<file path="src/rtl/cdb_arbiter_if.sv">
// cdb_arbiter_if -- writeback-to-CDB bundle.
//   Three writeback streams (alu/lsu/branch): valid, ready, tag, dest, data;
//   the branch stream also carries the resolved direction and target.
//   CDB broadcast side: valid, tag, dest, data, reg_write and branch info.
//   master: the execution-unit / consumer side; slave: the arbiter.
interface cdb_arbiter_if #(
   parameter int TAG_W  = 4,
   parameter int PRD_W  = 7,
   parameter int DATA_W = 32
);
   logic              alu_wb_valid;
   logic              alu_wb_ready;
   logic [TAG_W-1:0]  alu_cdb_tag;
   logic [PRD_W-1:0]  alu_wb_dest;
   logic [DATA_W-1:0] alu_wb_data;

   logic              lsu_wb_valid;
   logic              lsu_wb_ready;
   logic [TAG_W-1:0]  lsu_cdb_tag;
   logic [PRD_W-1:0]  lsu_wb_dest;
   logic [DATA_W-1:0] lsu_wb_data;

   logic              branch_wb_valid;
   logic              branch_wb_ready;
   logic [TAG_W-1:0]  branch_cdb_tag;
   logic [PRD_W-1:0]  branch_wb_dest;
   logic [DATA_W-1:0] branch_wb_data;
   logic              branch_taken;
   logic [DATA_W-1:0] branch_target_addr;

   logic              cdb_valid;
   logic [TAG_W-1:0]  cdb_tag;
   logic [PRD_W-1:0]  cdb_dest;
   logic [DATA_W-1:0] cdb_data;
   logic              cdb_reg_write;
   logic              cdb_is_branch;
   logic              cdb_br_taken;
   logic [DATA_W-1:0] cdb_br_target;

   modport master (
      output alu_wb_valid, alu_cdb_tag, alu_wb_dest, alu_wb_data,
      output lsu_wb_valid, lsu_cdb_tag, lsu_wb_dest, lsu_wb_data,
      output branch_wb_valid, branch_cdb_tag, branch_wb_dest, branch_wb_data,
      output branch_taken, branch_target_addr,
      input  alu_wb_ready, lsu_wb_ready, branch_wb_ready,
      input  cdb_valid, cdb_tag, cdb_dest, cdb_data, cdb_reg_write,
      input  cdb_is_branch, cdb_br_taken, cdb_br_target
   );

   modport slave (
      input  alu_wb_valid, alu_cdb_tag, alu_wb_dest, alu_wb_data,
      input  lsu_wb_valid, lsu_cdb_tag, lsu_wb_dest, lsu_wb_data,
      input  branch_wb_valid, branch_cdb_tag, branch_wb_dest, branch_wb_data,
      input  branch_taken, branch_target_addr,
      output alu_wb_ready, lsu_wb_ready, branch_wb_ready,
      output cdb_valid, cdb_tag, cdb_dest, cdb_data, cdb_reg_write,
      output cdb_is_branch, cdb_br_taken, cdb_br_target
   );
endinterface

</file>
<file path="src/rtl/cdb_arbiter.sv">
// cdb_arbiter -- merges ALU, LSU and branch writeback onto the single CDB.
//   clk   : rising-edge clock
//   rst   : asynchronous reset, active low
//   flush : synchronous pipeline flush; empties all FIFOs, drops the broadcast
//   bus   : cdb_arbiter_if.slave -- three writeback streams in, CDB out
// Each source owns a DEPTH-entry FIFO. One head is popped per cycle into the
// registered CDB outputs: branch has strict priority, ALU/LSU alternate.
module cdb_arbiter #(
   parameter int TAG_W  = 4,
   parameter int PRD_W  = 7,
   parameter int DATA_W = 32,
   parameter int DEPTH  = 2
) (
   input logic           clk,
   input logic           rst,
   input logic           flush,
   cdb_arbiter_if.slave  bus
);
   localparam int PTR_W = (DEPTH > 1) ? $clog2(DEPTH) : 1;
   localparam int CNT_W = PTR_W + 1;

   localparam logic [1:0] SRC_ALU = 2'd0;
   localparam logic [1:0] SRC_LSU = 2'd1;
   localparam logic [1:0] SRC_BR  = 2'd2;

   localparam logic [0:0] RR_ALU = 1'b0;
   localparam logic [0:0] RR_LSU = 1'b1;

   // per-source input view, indexed by SRC_*
   logic              in_valid [3];
   logic [TAG_W-1:0]  in_tag   [3];
   logic [PRD_W-1:0]  in_dest  [3];
   logic [DATA_W-1:0] in_data  [3];

   // FIFO storage and bookkeeping
   logic [TAG_W-1:0]  tag_mem  [3][DEPTH];
   logic [PRD_W-1:0]  dest_mem [3][DEPTH];
   logic [DATA_W-1:0] data_mem [3][DEPTH];
   logic              br_taken_mem  [DEPTH];
   logic [DATA_W-1:0] br_target_mem [DEPTH];
   logic [PTR_W-1:0]  wr_ptr [3];
   logic [PTR_W-1:0]  rd_ptr [3];
   logic [CNT_W-1:0]  count  [3];

   logic [2:0]        ready_vec;
   logic [2:0]        push_vec;
   logic [2:0]        pop_vec;
   logic              grant_valid;
   logic [1:0]        grant_src;
   logic [0:0]        rr_ptr;

   // registered CDB outputs
   logic              out_valid;
   logic [TAG_W-1:0]  out_tag;
   logic [PRD_W-1:0]  out_dest;
   logic [DATA_W-1:0] out_data;
   logic              out_is_branch;
   logic              out_br_taken;
   logic [DATA_W-1:0] out_br_target;

   always_comb begin
      in_valid[SRC_ALU] = bus.alu_wb_valid;
      in_tag[SRC_ALU]   = bus.alu_cdb_tag;
      in_dest[SRC_ALU]  = bus.alu_wb_dest;
      in_data[SRC_ALU]  = bus.alu_wb_data;
      in_valid[SRC_LSU] = bus.lsu_wb_valid;
      in_tag[SRC_LSU]   = bus.lsu_cdb_tag;
      in_dest[SRC_LSU]  = bus.lsu_wb_dest;
      in_data[SRC_LSU]  = bus.lsu_wb_data;
      in_valid[SRC_BR]  = bus.branch_wb_valid;
      in_tag[SRC_BR]    = bus.branch_cdb_tag;
      in_dest[SRC_BR]   = bus.branch_wb_dest;
      in_data[SRC_BR]   = bus.branch_wb_data;
   end

   // Ready depends on occupancy only (not on a same-cycle pop); gating with
   // rst keeps every ready low while reset is held.
   always_comb begin
      for (int unsigned i = 0; i < 3; i++) begin
         ready_vec[i] = rst && (count[i] < CNT_W'(DEPTH));
         push_vec[i]  = in_valid[i] && ready_vec[i];
      end
   end

   always_comb begin
      grant_valid = 1'b0;
      grant_src   = SRC_ALU;
      if (count[SRC_BR] != '0) begin
         grant_valid = 1'b1;
         grant_src   = SRC_BR;
      end else if (count[SRC_ALU] != '0 && count[SRC_LSU] != '0) begin
         grant_valid = 1'b1;
         grant_src   = (rr_ptr == RR_ALU) ? SRC_ALU : SRC_LSU;
      end else if (count[SRC_ALU] != '0) begin
         grant_valid = 1'b1;
         grant_src   = SRC_ALU;
      end else if (count[SRC_LSU] != '0) begin
         grant_valid = 1'b1;
         grant_src   = SRC_LSU;
      end
   end

   always_comb begin
      pop_vec            = '0;
      pop_vec[grant_src] = grant_valid;
   end

   // Payload storage needs no reset: validity is tracked by count alone.
   always_ff @(posedge clk) begin
      for (int unsigned i = 0; i < 3; i++) begin
         if (push_vec[i]) begin
            tag_mem[i][wr_ptr[i]]  <= in_tag[i];
            dest_mem[i][wr_ptr[i]] <= in_dest[i];
            data_mem[i][wr_ptr[i]] <= in_data[i];
         end
      end
      if (push_vec[SRC_BR]) begin
         br_taken_mem[wr_ptr[SRC_BR]]  <= bus.branch_taken;
         br_target_mem[wr_ptr[SRC_BR]] <= bus.branch_target_addr;
      end
   end

   always_ff @(posedge clk or negedge rst) begin
      if (!rst) begin
         for (int unsigned i = 0; i < 3; i++) begin
            wr_ptr[i] <= '0;
            rd_ptr[i] <= '0;
            count[i]  <= '0;
         end
      end else if (flush) begin
         for (int unsigned i = 0; i < 3; i++) begin
            wr_ptr[i] <= '0;
            rd_ptr[i] <= '0;
            count[i]  <= '0;
         end
      end else begin
         for (int unsigned i = 0; i < 3; i++) begin
            if (push_vec[i]) wr_ptr[i] <= wr_ptr[i] + 1'b1;
            if (pop_vec[i])  rd_ptr[i] <= rd_ptr[i] + 1'b1;
            case ({push_vec[i], pop_vec[i]})
               2'b10:   count[i] <= count[i] + 1'b1;
               2'b01:   count[i] <= count[i] - 1'b1;
               default: count[i] <= count[i];
            endcase
         end
      end
   end

   always_ff @(posedge clk or negedge rst) begin
      if (!rst) begin
         out_valid     <= 1'b0;
         out_tag       <= '0;
         out_dest      <= '0;
         out_data      <= '0;
         out_is_branch <= 1'b0;
         out_br_taken  <= 1'b0;
         out_br_target <= '0;
         rr_ptr        <= RR_ALU;
      end else if (flush) begin
         out_valid <= 1'b0;
         rr_ptr    <= RR_ALU;
      end else if (grant_valid) begin
         out_valid <= 1'b1;
         out_tag   <= tag_mem[grant_src][rd_ptr[grant_src]];
         out_dest  <= dest_mem[grant_src][rd_ptr[grant_src]];
         out_data  <= data_mem[grant_src][rd_ptr[grant_src]];
         if (grant_src == SRC_BR) begin
            out_is_branch <= 1'b1;
            out_br_taken  <= br_taken_mem[rd_ptr[SRC_BR]];
            out_br_target <= br_target_mem[rd_ptr[SRC_BR]];
         end else begin
            out_is_branch <= 1'b0;
            out_br_taken  <= 1'b0;
            out_br_target <= '0;
            rr_ptr        <= (grant_src == SRC_ALU) ? RR_LSU : RR_ALU;
         end
      end else begin
         out_valid <= 1'b0;
      end
   end

   assign bus.alu_wb_ready    = ready_vec[SRC_ALU];
   assign bus.lsu_wb_ready    = ready_vec[SRC_LSU];
   assign bus.branch_wb_ready = ready_vec[SRC_BR];
   assign bus.cdb_valid       = out_valid;
   assign bus.cdb_tag         = out_tag;
   assign bus.cdb_dest        = out_dest;
   assign bus.cdb_data        = out_data;
   assign bus.cdb_reg_write   = out_valid && (out_dest != '0);
   assign bus.cdb_is_branch   = out_is_branch;
   assign bus.cdb_br_taken    = out_br_taken;
   assign bus.cdb_br_target   = out_br_target;
endmodule

</file>
<file path="src/flat_wrapper.sv">
// flat-port wrapper written by rule: the top's interface ports become plain ports
module cdb_arbiter_flat 
#(
   parameter int TAG_W  = 4,
   parameter int PRD_W  = 7,
   parameter int DATA_W = 32,
   parameter int DEPTH  = 2
)
  (clk, rst, flush, bus_alu_wb_valid, bus_alu_cdb_tag, bus_alu_wb_dest, bus_alu_wb_data, bus_lsu_wb_valid, bus_lsu_cdb_tag, bus_lsu_wb_dest, bus_lsu_wb_data, bus_branch_wb_valid, bus_branch_cdb_tag, bus_branch_wb_dest, bus_branch_wb_data, bus_branch_taken, bus_branch_target_addr, bus_alu_wb_ready, bus_lsu_wb_ready, bus_branch_wb_ready, bus_cdb_valid, bus_cdb_tag, bus_cdb_dest, bus_cdb_data, bus_cdb_reg_write, bus_cdb_is_branch, bus_cdb_br_taken, bus_cdb_br_target);
  cdb_arbiter_if #(.TAG_W(TAG_W), .PRD_W(PRD_W), .DATA_W(DATA_W)) bus_i ();
  input logic clk;
  input logic rst;
  input logic flush;
  input wire logic [$bits(bus_i.alu_wb_valid)-1:0] bus_alu_wb_valid;
  input wire logic [$bits(bus_i.alu_cdb_tag)-1:0] bus_alu_cdb_tag;
  input wire logic [$bits(bus_i.alu_wb_dest)-1:0] bus_alu_wb_dest;
  input wire logic [$bits(bus_i.alu_wb_data)-1:0] bus_alu_wb_data;
  input wire logic [$bits(bus_i.lsu_wb_valid)-1:0] bus_lsu_wb_valid;
  input wire logic [$bits(bus_i.lsu_cdb_tag)-1:0] bus_lsu_cdb_tag;
  input wire logic [$bits(bus_i.lsu_wb_dest)-1:0] bus_lsu_wb_dest;
  input wire logic [$bits(bus_i.lsu_wb_data)-1:0] bus_lsu_wb_data;
  input wire logic [$bits(bus_i.branch_wb_valid)-1:0] bus_branch_wb_valid;
  input wire logic [$bits(bus_i.branch_cdb_tag)-1:0] bus_branch_cdb_tag;
  input wire logic [$bits(bus_i.branch_wb_dest)-1:0] bus_branch_wb_dest;
  input wire logic [$bits(bus_i.branch_wb_data)-1:0] bus_branch_wb_data;
  input wire logic [$bits(bus_i.branch_taken)-1:0] bus_branch_taken;
  input wire logic [$bits(bus_i.branch_target_addr)-1:0] bus_branch_target_addr;
  output wire logic [$bits(bus_i.alu_wb_ready)-1:0] bus_alu_wb_ready;
  output wire logic [$bits(bus_i.lsu_wb_ready)-1:0] bus_lsu_wb_ready;
  output wire logic [$bits(bus_i.branch_wb_ready)-1:0] bus_branch_wb_ready;
  output wire logic [$bits(bus_i.cdb_valid)-1:0] bus_cdb_valid;
  output wire logic [$bits(bus_i.cdb_tag)-1:0] bus_cdb_tag;
  output wire logic [$bits(bus_i.cdb_dest)-1:0] bus_cdb_dest;
  output wire logic [$bits(bus_i.cdb_data)-1:0] bus_cdb_data;
  output wire logic [$bits(bus_i.cdb_reg_write)-1:0] bus_cdb_reg_write;
  output wire logic [$bits(bus_i.cdb_is_branch)-1:0] bus_cdb_is_branch;
  output wire logic [$bits(bus_i.cdb_br_taken)-1:0] bus_cdb_br_taken;
  output wire logic [$bits(bus_i.cdb_br_target)-1:0] bus_cdb_br_target;
  assign bus_i.alu_wb_valid = bus_alu_wb_valid;
  assign bus_i.alu_cdb_tag = bus_alu_cdb_tag;
  assign bus_i.alu_wb_dest = bus_alu_wb_dest;
  assign bus_i.alu_wb_data = bus_alu_wb_data;
  assign bus_i.lsu_wb_valid = bus_lsu_wb_valid;
  assign bus_i.lsu_cdb_tag = bus_lsu_cdb_tag;
  assign bus_i.lsu_wb_dest = bus_lsu_wb_dest;
  assign bus_i.lsu_wb_data = bus_lsu_wb_data;
  assign bus_i.branch_wb_valid = bus_branch_wb_valid;
  assign bus_i.branch_cdb_tag = bus_branch_cdb_tag;
  assign bus_i.branch_wb_dest = bus_branch_wb_dest;
  assign bus_i.branch_wb_data = bus_branch_wb_data;
  assign bus_i.branch_taken = bus_branch_taken;
  assign bus_i.branch_target_addr = bus_branch_target_addr;
  assign bus_alu_wb_ready = bus_i.alu_wb_ready;
  assign bus_lsu_wb_ready = bus_i.lsu_wb_ready;
  assign bus_branch_wb_ready = bus_i.branch_wb_ready;
  assign bus_cdb_valid = bus_i.cdb_valid;
  assign bus_cdb_tag = bus_i.cdb_tag;
  assign bus_cdb_dest = bus_i.cdb_dest;
  assign bus_cdb_data = bus_i.cdb_data;
  assign bus_cdb_reg_write = bus_i.cdb_reg_write;
  assign bus_cdb_is_branch = bus_i.cdb_is_branch;
  assign bus_cdb_br_taken = bus_i.cdb_br_taken;
  assign bus_cdb_br_target = bus_i.cdb_br_target;
  cdb_arbiter #(.TAG_W(TAG_W), .PRD_W(PRD_W), .DATA_W(DATA_W), .DEPTH(DEPTH)) u_core (.clk(clk), .rst(rst), .flush(flush), .bus(bus_i));
endmodule
</file>
<file path="config.mk">
export PLATFORM = sky130hd
export DESIGN_NAME = cdb_arbiter_flat
export DESIGN_NICKNAME = d
export VERILOG_FILES = /design/src/rtl/cdb_arbiter_if.sv /design/src/rtl/cdb_arbiter.sv /design/src/flat_wrapper.sv
export SDC_FILE = /design/constraint.sdc
export NUM_CORES = 1
export LEC_CHECK = 0
export ABC_AREA = 1
export BUFFER_PORTS_ARGS = -buffer_cell sky130_fd_sc_hd__buf_2
export CORE_UTILIZATION = 60
export DETAILED_ROUTE_END_ITERATION = 8
export MAX_ROUTING_LAYER = met4
export PLACE_DENSITY = 0.84
export SLEW_MARGIN = 10
export SYNTH_ARGS = -nofsm -noshare
export SYNTH_HDL_FRONTEND = slang
export SYNTH_SLANG_ARGS = --single-unit
</file>
<file path="constraint.sdc">
create_clock -name clk -period 10.4 [get_ports clk]
set_input_delay 0.52 -clock clk [delete_from_list [all_inputs] [get_ports clk]]
set_output_delay 0.52 -clock clk [all_outputs]
set_load 0.01 [all_outputs]
</file>
==> summary.md <==
| Metric | Value |
|---|---|
| Run status | `finished clean` |
| Pin count of the biggest net entering global routing | `112` |
| FF-to-FF setup slack | `6.15 ns` |
| Nets | `1793` |
| Synth unique cells | `26` |
| # setup viols final | `0` |
| Crit Path Category | `reg -> reg` |
| Area Overhead vs Synth | `18.0%` |
| FMAX | `0.235 GHz` |
| Hold Slack | `0.164 ns` |
| CTS clk-pin slew, worst paths | `0.06 ns` |
| Post-synth EDFFs | `324` |
| DRT antenna net count | `0` |
| Total Routing Usage GR | `0.289` |
| Initial DRC Count | `1005` |
| Cts bufs inserted | `42` |
| Initial antenna violation count | `10` |
| GR Overflow Total | `0` |
| Clock Sink Count | `415` |
| Final hold vios | `0` |
| Most frequent cell after synthesis | `nand2_1` |
| Critical path origin | `u_core.count[1]$_DFFE_PN0P_` |
| WP data arrival | `4.73 ns` |
| Max incr delay on CP | `0.92 ns` |
| Cell count after synthesis | `1394` |
| Worst R2R Start | `u_core.count[1]$_DFFE_PN0P_` |
| Placed cells | `1920` |
| Sequential area share after synthesis | `0.734` |
| Root Driver | `clkbuf_16` |
| Share of cells above drive strength 1 | `0.206` |
| Drt total wl | `38500 µm` |
| Min-Delay Path Class | `in -> reg` |
| Reg2reg end | `u_core.bus.cdb_data[2]$_DFFE_PN0P_` |
| Sequential Power Share | `0.425` |
| Crit start category | `flop` |
| Routed vias | `11300` |
| HPWL after DPL | `22700 µm` |
| Logic pwr share | `0.275` |
| Initial Utilization | `0.608` |
| Tcrit/Tclk final | `0.409` |
| Area of placed instances | `17800 µm²` |
| Post-Syn Area | `16300 µm²` |
| First-pass GRT wire length | `59500 µm` |
| Clock network power share | `0.300` |
| Max cap viols | `0` |
| Slew Viols, Final | `0` |
| Most frequent CP cell | `nand2_1` |
| Synth top cells by count | `nand2_1 (405), edfxtp_1 (324), nor2_1 (158), dfrtp_1 (91), inv_1 (85)` |
| Worst-skew pair later-pin latency | `0.54 ns` |
| Non-filler cells in the finished layout | `2010` |
| Max VDD drop | `184 µV` |
| Seq cells post-synth | `415` |
| Cells along the critical path | `nor2_4 -> buf_4 -> inv_2 -> buf_4 -> nand2_1 -> nand3_2 -> nand2_1 -> nand3_1 -> nand2_1` |
| CTS Buffer Depth | `3` |
| Predominant post-synthesis flop cell | `edfxtp_1` |
| Largest cells by area after synthesis | `edfxtp_1 (60%), dfrtp_1 (14%), nand2_1 (9.3%), nor2_1 (3.6%), nand4_1 (3.1%)` |
| Crit-path leading delay family | `simple AND/OR/NAND/NOR gates` |
| Drt wl/cell | `19.2 µm` |
| RSZ-0062 raised after global routing | `no` |
| Worst Path Buf+Inv | `3` |
| Sw power | `1.66 mW` |
| Yosys warns | `0` |
| Post-route design area | `19300 µm²` |
| Critical Path RT | `10.88 ns` |
| Critical path depth in cells | `9` |
| Power per cell area | `256 nW/µm²` |
| R2r worst-path depth | `9` |
| Pre-CTS WS | `6.27 ns` |
| Syn Nets | `1562` |
| Final total power | `4.94 mW` |
| Post-layout util | `0.718` |
| Final worst slack | `6.15 ns` |
| Worst Max-Slew Pin Slew | `1.23 ns` |
| Placer Congestion | `0.823` |
| TNS Setup | `0 ns` |
| Post-Route Skew | `0.0163 ns` |
| CP Capture Point | `u_core.bus.cdb_data[2]$_DFFE_PN0P_` |
| Die Wd | `167 µm` |
| CP max-delay cell | `nand3_2` |
| Post-CTS sizing | `0` |
| CP Capture Type | `flop` |
| Full die area | `27900 µm²` |
| Vias/cell | `5.62` |
| Min cycle time layout | `4.25 ns` |
| P_leak | `8.27 nW` |
| Int Power | `3.28 mW` |
| Die H | `167 µm` |
| CTS tree | `yes` |
| Async S/R FF share, synth | `0.219` |
| Sw Share | `0.335` |
| Syn avg cell area | `11.7 µm²` |
| Worst slew margin | `0.182` |
| Post-CTS Setup Bufs | `0` |
| Port Buffers | `249` |
| Top cell type by total area after synthesis | `edfxtp_1` |
| Hold-fix buffers, CTS | `1` |
| Htree depth | `2` |
| Worst Path Max Fanout | `111` |
| Top-area cell type share of the netlist area | `0.595` |
| IO Count | `250` |
| Core area | `26900 µm²` |
| Vias in the first global route | `11300` |
| Std cell rows | `60` |
| Detailed Routing Iterations Pass 1 | `5` |
| DRC Markers | `0` |
## worst min-delay path by stage
| stage | depth (start not counted) | from | end |
|---|---|---|---|
| after floorplan | 0 | rst | u_core.bus.cdb_br_taken$_DFFE_PN0P_ |
| after global placement | 2 | u_core.bus.cdb_is_branch$_DFFE_PN0P_ | u_core.bus.cdb_is_branch$_DFFE_PN0P_ |
| after detailed placement | 2 | u_core.bus.cdb_data[8]$_DFFE_PN0P_ | u_core.bus.cdb_data[8]$_DFFE_PN0P_ |
| after CTS | 1 | bus_branch_cdb_tag[2] | u_core.tag_mem[2][6]$_DFFE_PP_ |
| after global routing | 1 | bus_branch_wb_data[2] | u_core.data_mem[2][34]$_DFFE_PP_ |
| final | 1 | bus_branch_cdb_tag[2] | u_core.tag_mem[2][6]$_DFFE_PP_ |
## power groups by stage
stage               combinational [mW]  sequential [mW]  clock (mW)
floorplan                        0.857             2.15           0
global placement                  1.26             2.12           0
detailed placement                1.32             2.13           0
CTS                               1.33             2.10        1.50
global route                      1.50             2.12        1.56
finish                            1.36             2.10        1.48
## registers in the layout (all words and copies together) (netlist names)
signal,flops
u_core.bus.cdb_tag,4
u_core.dest_mem,42
u_core.data_mem,192
u_core.bus.cdb_is_branch,1
u_core.count,6
u_core.rd_ptr,3
u_core.bus.cdb_valid,1
u_core.bus.cdb_br_target,32
u_core.br_target_mem,64
u_core.br_taken_mem,2
u_core.rr_ptr,1
u_core.bus.cdb_br_taken,1
u_core.wr_ptr,3
u_core.tag_mem,24
u_core.bus.cdb_data,32
u_core.bus.cdb_dest,7
## worst reg2reg max path, cell delays in order, from the launching register on
cell     delay, ns
dfrtp_1       0.43
nor2_4        0.11
buf_4         0.90
inv_2         0.47
buf_4         0.49
nand2_1       0.26
nand3_2       0.92
nand2_1       0.41
nand3_1       0.11
nand2_1       0.10
## placed cells by master, fill, tap and decap left out, types with 3 or more instances in the layout
cell type,instances
a21oi_1,8
buf_4,12
bufinv_16,3
o21ai_0,39
inv_1,85
nor2_1,152
buf_2,248
clkbuf_1,12
clkinv_1,3
clkbuf_8,8
diode_2,10
clkbuf_16,42
mux2i_1,32
nand3_1,82
nor2_4,8
nand4_1,80
clkinv_2,6
nand2_1,403
edfxtp_1,324
dfrtp_1,90
## cells by family after synthesis
group                     share of synthesized area
AOI/OAI and AO/OA                            0.0166
xor gates and xnor gates                   0.000536
buffers and inverters                        0.0403
DFF                                           0.734
muxes                                        0.0196
and+or+nand+nor                               0.189
## cell type report
| class | count | area [µm²] |
|---|---|---|
| multi-input combinational | 817 | 3750 |
| clock buffer | 62 | 1210 |
| fill | 1811 | 7590 |
| timing repair buffer | 262 | 1370 |
| tap | 341 | 427 |
| inverter | 87 | 327 |
| sequential | 415 | 12000 |
| antenna | 10 | 25.0 |
| clock inverter | 16 | 173 |
## layer usage
| layer | GRT usage | vias up | wire [µm] |
|---|---|---|---|
| met5 | - | - | 0 |
| met4 | 0.128 | 0 | 1290 |
| met3 | 0.0456 | 96 | 3180 |
| met2 | 0.475 | 558 | 19400 |
| met1 | 0.355 | 5417 | 14700 |
| li1 | - | 5225 | - |
Note: power is estimated with default switching activity, not from simulation.
